<file path="src/rtl/hamming_secded_enc.sv">
// SECDED Hamming encoder with a one-deep ready/valid output register and a
// periodic error injector that flips one or two codeword bits on every INJ_PERIOD-th word.
module hamming_secded_enc #(
    parameter int DATA_W     = 4,
    parameter int INJ_PERIOD = 8,
    // Smallest r with 2^r >= DATA_W + r + 1, resolved for the legal width range 1..57
    localparam int PAR_W = (DATA_W <= 1)  ? 2 :
                           (DATA_W <= 4)  ? 3 :
                           (DATA_W <= 11) ? 4 :
                           (DATA_W <= 26) ? 5 : 6,
    localparam int CW_W  = DATA_W + PAR_W + 1
) (
    input  logic              clock,
    input  logic              reset,
    input  logic              in_valid,
    output logic              in_ready,
    input  logic [DATA_W-1:0] in_data,
    input  logic              inj_en,
    input  logic [1:0]        inj_mode,
    output logic              out_valid,
    input  logic              out_ready,
    output logic [CW_W-1:0]   out_code,
    output logic [1:0]        out_err
);

    localparam int POS_W = $clog2(CW_W);
    localparam int CNT_W = $clog2(INJ_PERIOD);
    localparam logic [POS_W-1:0] POS_LAST = POS_W'(CW_W - 1);
    localparam logic [CNT_W-1:0] CNT_LAST = CNT_W'(INJ_PERIOD - 1);

    function automatic bit is_pow2(input int p);
        return (p != 0) && ((p & (p - 1)) == 0);
    endfunction

    // Index of the data bit stored at Hamming position p (p must not be a power of two)
    function automatic int data_idx(input int p);
        int n;
        n = 0;
        for (int q = 3; q < p; q++) begin
            if (!is_pow2(q)) n = n + 1;
        end
        return n;
    endfunction

    function automatic logic [CW_W-1:0] par_mask(input int p);
        logic [CW_W-1:0] m;
        m = '0;
        for (int q = 1; q < CW_W; q++) begin
            m[q] = ((q & p) != 0);
        end
        return m;
    endfunction

    logic [CW_W-1:0]  w_data_cw;
    logic [CW_W-1:0]  w_ham;
    logic [CW_W-1:0]  w_flip;
    logic [POS_W-1:0] w_pos_next;
    logic             w_accept;
    logic             w_inject;

    logic             r_valid;
    logic [CW_W-1:0]  r_code;
    logic [1:0]       r_err;
    logic [CNT_W-1:0] r_wcnt;
    logic [POS_W-1:0] r_pos;

    assign w_data_cw[0] = 1'b0;

    genvar gi;
    generate
        for (gi = 1; gi < CW_W; gi++) begin : g_pos
            if (is_pow2(gi)) begin : g_par
                assign w_data_cw[gi] = 1'b0;
                assign w_ham[gi]     = ^(w_data_cw & par_mask(gi));
            end else begin : g_dat
                assign w_data_cw[gi] = in_data[data_idx(gi)];
                assign w_ham[gi]     = in_data[data_idx(gi)];
            end
        end
    endgenerate

    // Overall parity makes the full uninjected codeword XOR to zero
    assign w_ham[0] = ^w_ham[CW_W-1:1];

    assign in_ready   = !r_valid || out_ready;
    assign w_accept   = in_valid && in_ready;
    assign w_inject   = w_accept && (r_wcnt == CNT_LAST) && inj_en &&
                        ((inj_mode == 2'b01) || (inj_mode == 2'b10));
    assign w_pos_next = (r_pos == POS_LAST) ? '0 : r_pos + 1'b1;

    always_comb begin
        w_flip = '0;
        if (w_inject) begin
            w_flip = {{(CW_W-1){1'b0}}, 1'b1} << r_pos;
            if (inj_mode == 2'b10) begin
                w_flip = w_flip | ({{(CW_W-1){1'b0}}, 1'b1} << w_pos_next);
            end
        end
    end

    always_ff @(posedge clock) begin
        if (reset) begin
            r_valid <= 1'b0;
            r_code  <= '0;
            r_err   <= 2'b00;
            r_wcnt  <= '0;
            r_pos   <= '0;
        end else begin
            if (w_accept) begin
                r_valid <= 1'b1;
                r_code  <= w_ham ^ w_flip;
                r_err   <= w_inject ? inj_mode : 2'b00;
                r_wcnt  <= (r_wcnt == CNT_LAST) ? '0 : r_wcnt + 1'b1;
                if (w_inject) r_pos <= w_pos_next;
            end else if (out_ready) begin
                r_valid <= 1'b0;
            end
        end
    end

    assign out_valid = r_valid;
    assign out_code  = r_code;
    assign out_err   = r_err;

endmodule
</file>
<file path="config.mk">
export PLATFORM = sky130hd
export DESIGN_NAME = hamming_secded_enc
export DESIGN_NICKNAME = d
export VERILOG_FILES = /design/src/rtl/hamming_secded_enc.sv
export SDC_FILE = /design/constraint.sdc
export NUM_CORES = 1
export LEC_CHECK = 0
export ABC_AREA = 1
export BUFFER_PORTS_ARGS = -buffer_cell sky130_fd_sc_hd__buf_2
export CELL_PAD_IN_SITES_DETAIL_PLACEMENT = 1
export CELL_PAD_IN_SITES_GLOBAL_PLACEMENT = 1
export CORE_MARGIN = 3
export CORE_UTILIZATION = 40
export CTS_BUF_LIST = sky130_fd_sc_hd__clkbuf_8
export DETAILED_ROUTE_END_ITERATION = 16
export PLACE_DENSITY_LB_ADDON = 0.1
export SETUP_SLACK_MARGIN = 0.05
export SLEW_MARGIN = 20
export SYNTH_ARGS = -nofsm -noshare
export SYNTH_HDL_FRONTEND = slang
export SYNTH_SLANG_ARGS = --single-unit
</file>
<file path="constraint.sdc">
create_clock -name clock -period 2.1 [get_ports clock]
set_input_delay 0.42 -clock clock [delete_from_list [all_inputs] [get_ports clock]]
set_output_delay 0.42 -clock clock [all_outputs]
set_load 0.005 [all_outputs]
</file>
==> tab_implementation.tex <==
\begin{tabular}{lr}
\hline
Metric & Value \\
\hline
\multicolumn{2}{l}{\textbf{STA}} \\
Setup tns final & 0 ns \\
Min setup slack post-route & approximately 0.38 ns \\
Worst Tran Pin Value & 0.3530 ns \\
Final period demand of the worst path & 1.721 ns \\
Fmax achieved & just under 600 MHz \\
Final slew viol count & 0 \\
Tightest slew margin relative to the limit & 76.44\% \\
Setup-failing EPs final & 0 \\
Final worst path period share & 81.97\% \\
RSZ-0062 raised after global routing & false \\
Clock Skews & about 0.0034 ns \\
Hold violation total from the final report & 0 \\
\multicolumn{2}{l}{\textbf{Drt}} \\
Total Routed Length & $\sim$3000 um \\
Detailed-route DRC error count & 0 \\
Average via count per standard cell & between 5 and 6 \\
Via count & 1,164 \\
Number of nets with antenna violations after detailed routing & 0 \\
Iteration-0 DRC count of the detailed router & 38 \\
Number of detailed-routing iterations run before antenna repair & 4 \\
Routed length per placed instance & 13.43 um \\
\multicolumn{2}{l}{\textbf{Clocking}} \\
Quantity of gates resized following cts & 0 \\
Worst-Skew Late Latency & 0.25 ns \\
CTS tree & yes \\
H-tree levels & 1 \\
Num CTS Buffers & 3 \\
Deepest clock path buffer count & 2 \\
Clk root buf & clkbuf\_8 \\
Clock-pin transition on the worst setup and hold timing paths & 0.07 ns \\
Post-cts hold buffer count & 0 \\
Setup bufs post-CTS & 0 \\
CTS sink cnt & 17 \\
\multicolumn{2}{l}{\textbf{Synthesis}} \\
Leading cell type by number of instances after synthesis & nand2\_1 \\
Cell type contributing the most total cell area after synthesis & dfxtp\_1 \\
Post-Synthesis Mean Instance Area & 7.132 um\^{}2 \\
Warnings, synthesis & 0 \\
Post-Synthesis Cell Area & 0.001212 mm\^{}2 \\
Post-synth EDFFs & 0 \\
Number of nets in the synthesized netlist & 190 \\
Share of async-settable or async-resettable flops after synthesis & 0\% \\
Post-synthesis sequential area ratio & between 20\% and 30\% \\
Leading cell types by total area after synthesis & dfxtp\_1 (28\%), nand2\_1 (13\%), ha\_1 (9.3\%) \\
Count of state elements after synthesis & 17 \\
Synth Flop Type & dfxtp\_1 \\
Fraction of synthesized cell area taken by the top area cell type & 28.07\% \\
Synthesized instance count & 170 \\
Count of different cell masters after synthesis & 29 \\
Top cell types by occurrence after synthesis & nand2\_1 (43), nor2\_1 (22), dfxtp\_1 (17) \\
\multicolumn{2}{l}{\textbf{Critical path}} \\
Arrival time of the worst setup path & 1.88 ns \\
Highest net fanout along the worst path & 8 \\
Start of the worst register-to-register path & r\_pos[2] \\
Startpoint-to-endpoint class of the critical path & reg -> reg \\
Critical Path RT & roughly 2.3 ns \\
Kind of capture point of the worst setup path & flop \\
R2R depth & 10 \\
RR Endpoint & out\_code[4] \\
Type of element launching the critical path & flop \\
Worst reg-to-reg setup slack & 0.38 ns \\
\multicolumn{2}{l}{\textbf{Pwr}} \\
Pleak & 0.7258 nW \\
VDD IR max & 0.3108 mV \\
Total power divided by cell area & about 540 mW/mm\^{}2 \\
Sum of internal, switching and leakage power & 0.0007379 W \\
\multicolumn{2}{l}{\textbf{Global route}} \\
Antenna violations before repair & 0 \\
Pin count of the biggest net entering global routing & 20 \\
Via count of the first global-routing pass & between 1k and 1.5k \\
Overall fraction of global-route tracks in use & 19.46\% \\
Remaining Overflow, GRT & 0 \\
Global-route wire length before repair & 5354 um \\
\multicolumn{2}{l}{\textbf{Layout}} \\
Growth of design area from synthesis to finish & 13.52\% \\
Antenna diodes & 0 \\
Ratio of cells with drive above 1 in the final layout & 28.87\% \\
Layout net count & about 220 \\
Filler Cell Count & roughly 380 \\
\multicolumn{2}{l}{\textbf{Place}} \\
Half-perimeter wire length of the detailed placement result & 2469 um \\
Minimum setup slack after placement & 0.3601 ns \\
Weighted congestion reported at the end of routability-driven placement & about 0.74 \\
Total of buffers placed on input and output ports & 22 \\
\multicolumn{2}{l}{\textbf{Run}} \\
Max cap viols & 0 \\
\multicolumn{2}{l}{\textbf{Floorplanning}} \\
Overall die area & 0.003728 mm\^{}2 \\
Number of top-level pins & 23 \\
Starting Density & 42.86\% \\
DIE WIDTH & 61.06 um \\
Die height & $\sim$61 um \\
Placeable core region & 0.002829 mm\^{}2 \\
Num rows & 19 \\
\multicolumn{2}{l}{\textbf{Status}} \\
Status & finished, final reports clean \\
\multicolumn{2}{l}{\textbf{Hold path}} \\
Worst hold path cell count & 3 \\
Source of the worst hold timing path & inj\_mode[1] \\
Path category of the worst min-delay check & in -> reg \\
Worst-case hold path end point & out\_err[1] \\
\hline
\end{tabular}
==> sequential cells by signal (all words and copies together), names as in the netlist <==
name	cells
out_code	8
out_err	2
out_valid	1
r_pos	3
r_wcnt	3
==> through the flow <==
stage	util (%)	instances	cell area [um^2]	hold WS, ns
3_3_place_gp	47.01	221	1330	0.4622
6_report	48.65	225	1376	0.4336
3_5_place_dp	47.01	221	1330	0.4835
4_1_cts	48.65	225	1376	0.4288
5_1_grt	48.65	225	1376	0.4262
2_1_floorplan	-	170	1212	0.4578
==> worst max-delay path: stages, from the launching register on <==
cell and delay (ns):
dfxtp_1 0.53, inv_2 0.12, ha_1 0.39, nor2_1 0.13
nand3_1 0.07, nand2_1 0.08, nand2_1 0.05, nand2_1 0.06
nand3_1 0.09, nand2_1 0.08, inv_1 0.03
==> area by class of cell <==
| class | instances | area, um^2 | area share (%) |
|---|---|---|---|
| Clock buffer | 3 | 41.29 | 3.000 |
| Clock inverter | 1 | 5.005 | 0.3636 |
| Inverter | 21 | 81.33 | 5.909 |
| Multi-Input combinational cell | 129 | 752.0 | 54.64 |
| Sequential cell | 17 | 340.3 | 24.73 |
| Tap cell | 31 | 38.79 | 2.818 |
| Timing Repair Buffer | 23 | 117.6 | 8.545 |
==> layer usage <==
metal | GRT usage [%] | up-vias | part of all wire (%)
li1 | - | 589 | -
met1 | 22.80 | 547 | 45
met2 | 34.29 | 21 | 50
met3 | 3.354 | 7 | 3.2
met4 | 8.978 | 0 | 1.8
met5 | 0 | - | 0
==> worst max path at each step <==
stage	from	endpoint	slack [ns]	cells past startpoint
5_1_grt	r_pos[2]	out_code[4]	0.17	10
3_5_place_dp	r_pos[2]	out_code[4]	0.36	10
4_1_cts	r_pos[2]	out_code[4]	0.35	10
3_3_place_gp	r_pos[2]	out_code[6]	0.36	10
2_1_floorplan	r_pos[0]	out_code[6]	0.61	10
6_report	r_pos[2]	out_code[4]	0.38	10
==> kinds of logic after synthesis <==
group	share of synthesized area, %
AND/OR/NAND/NOR	36.64
AO/OA/AOI/OAI	14.65
buffers and inverters	9.908
flip-flops	28.07
adder cells (fa/ha/maj)	9.288
XOR/XNOR	1.445
==> cell usage in the layout, fill, tap and decap left out, drive strengths merged <==
master	instances
o21ai	13
dfxtp	17
inv	20
clkinv	2
nand3	17
a21boi	1
o21bai	1
a21oi	8
clkbuf	3
buf	23
o211a	1
nor2	24
o22ai	1
nand4	1
xor2	2
nand2	51
ha	9
==> where the power goes <==
part	switching, W	internal [W]	leakage, nW	total (W)
Clock	0.000119	0.000132	0.0255	0.000251
Combinational	0.0000842	0.0000511	0.560	0.000135
Sequential	0.0000100	0.000342	0.140	0.000352
(Power assumes the default switching activity.)
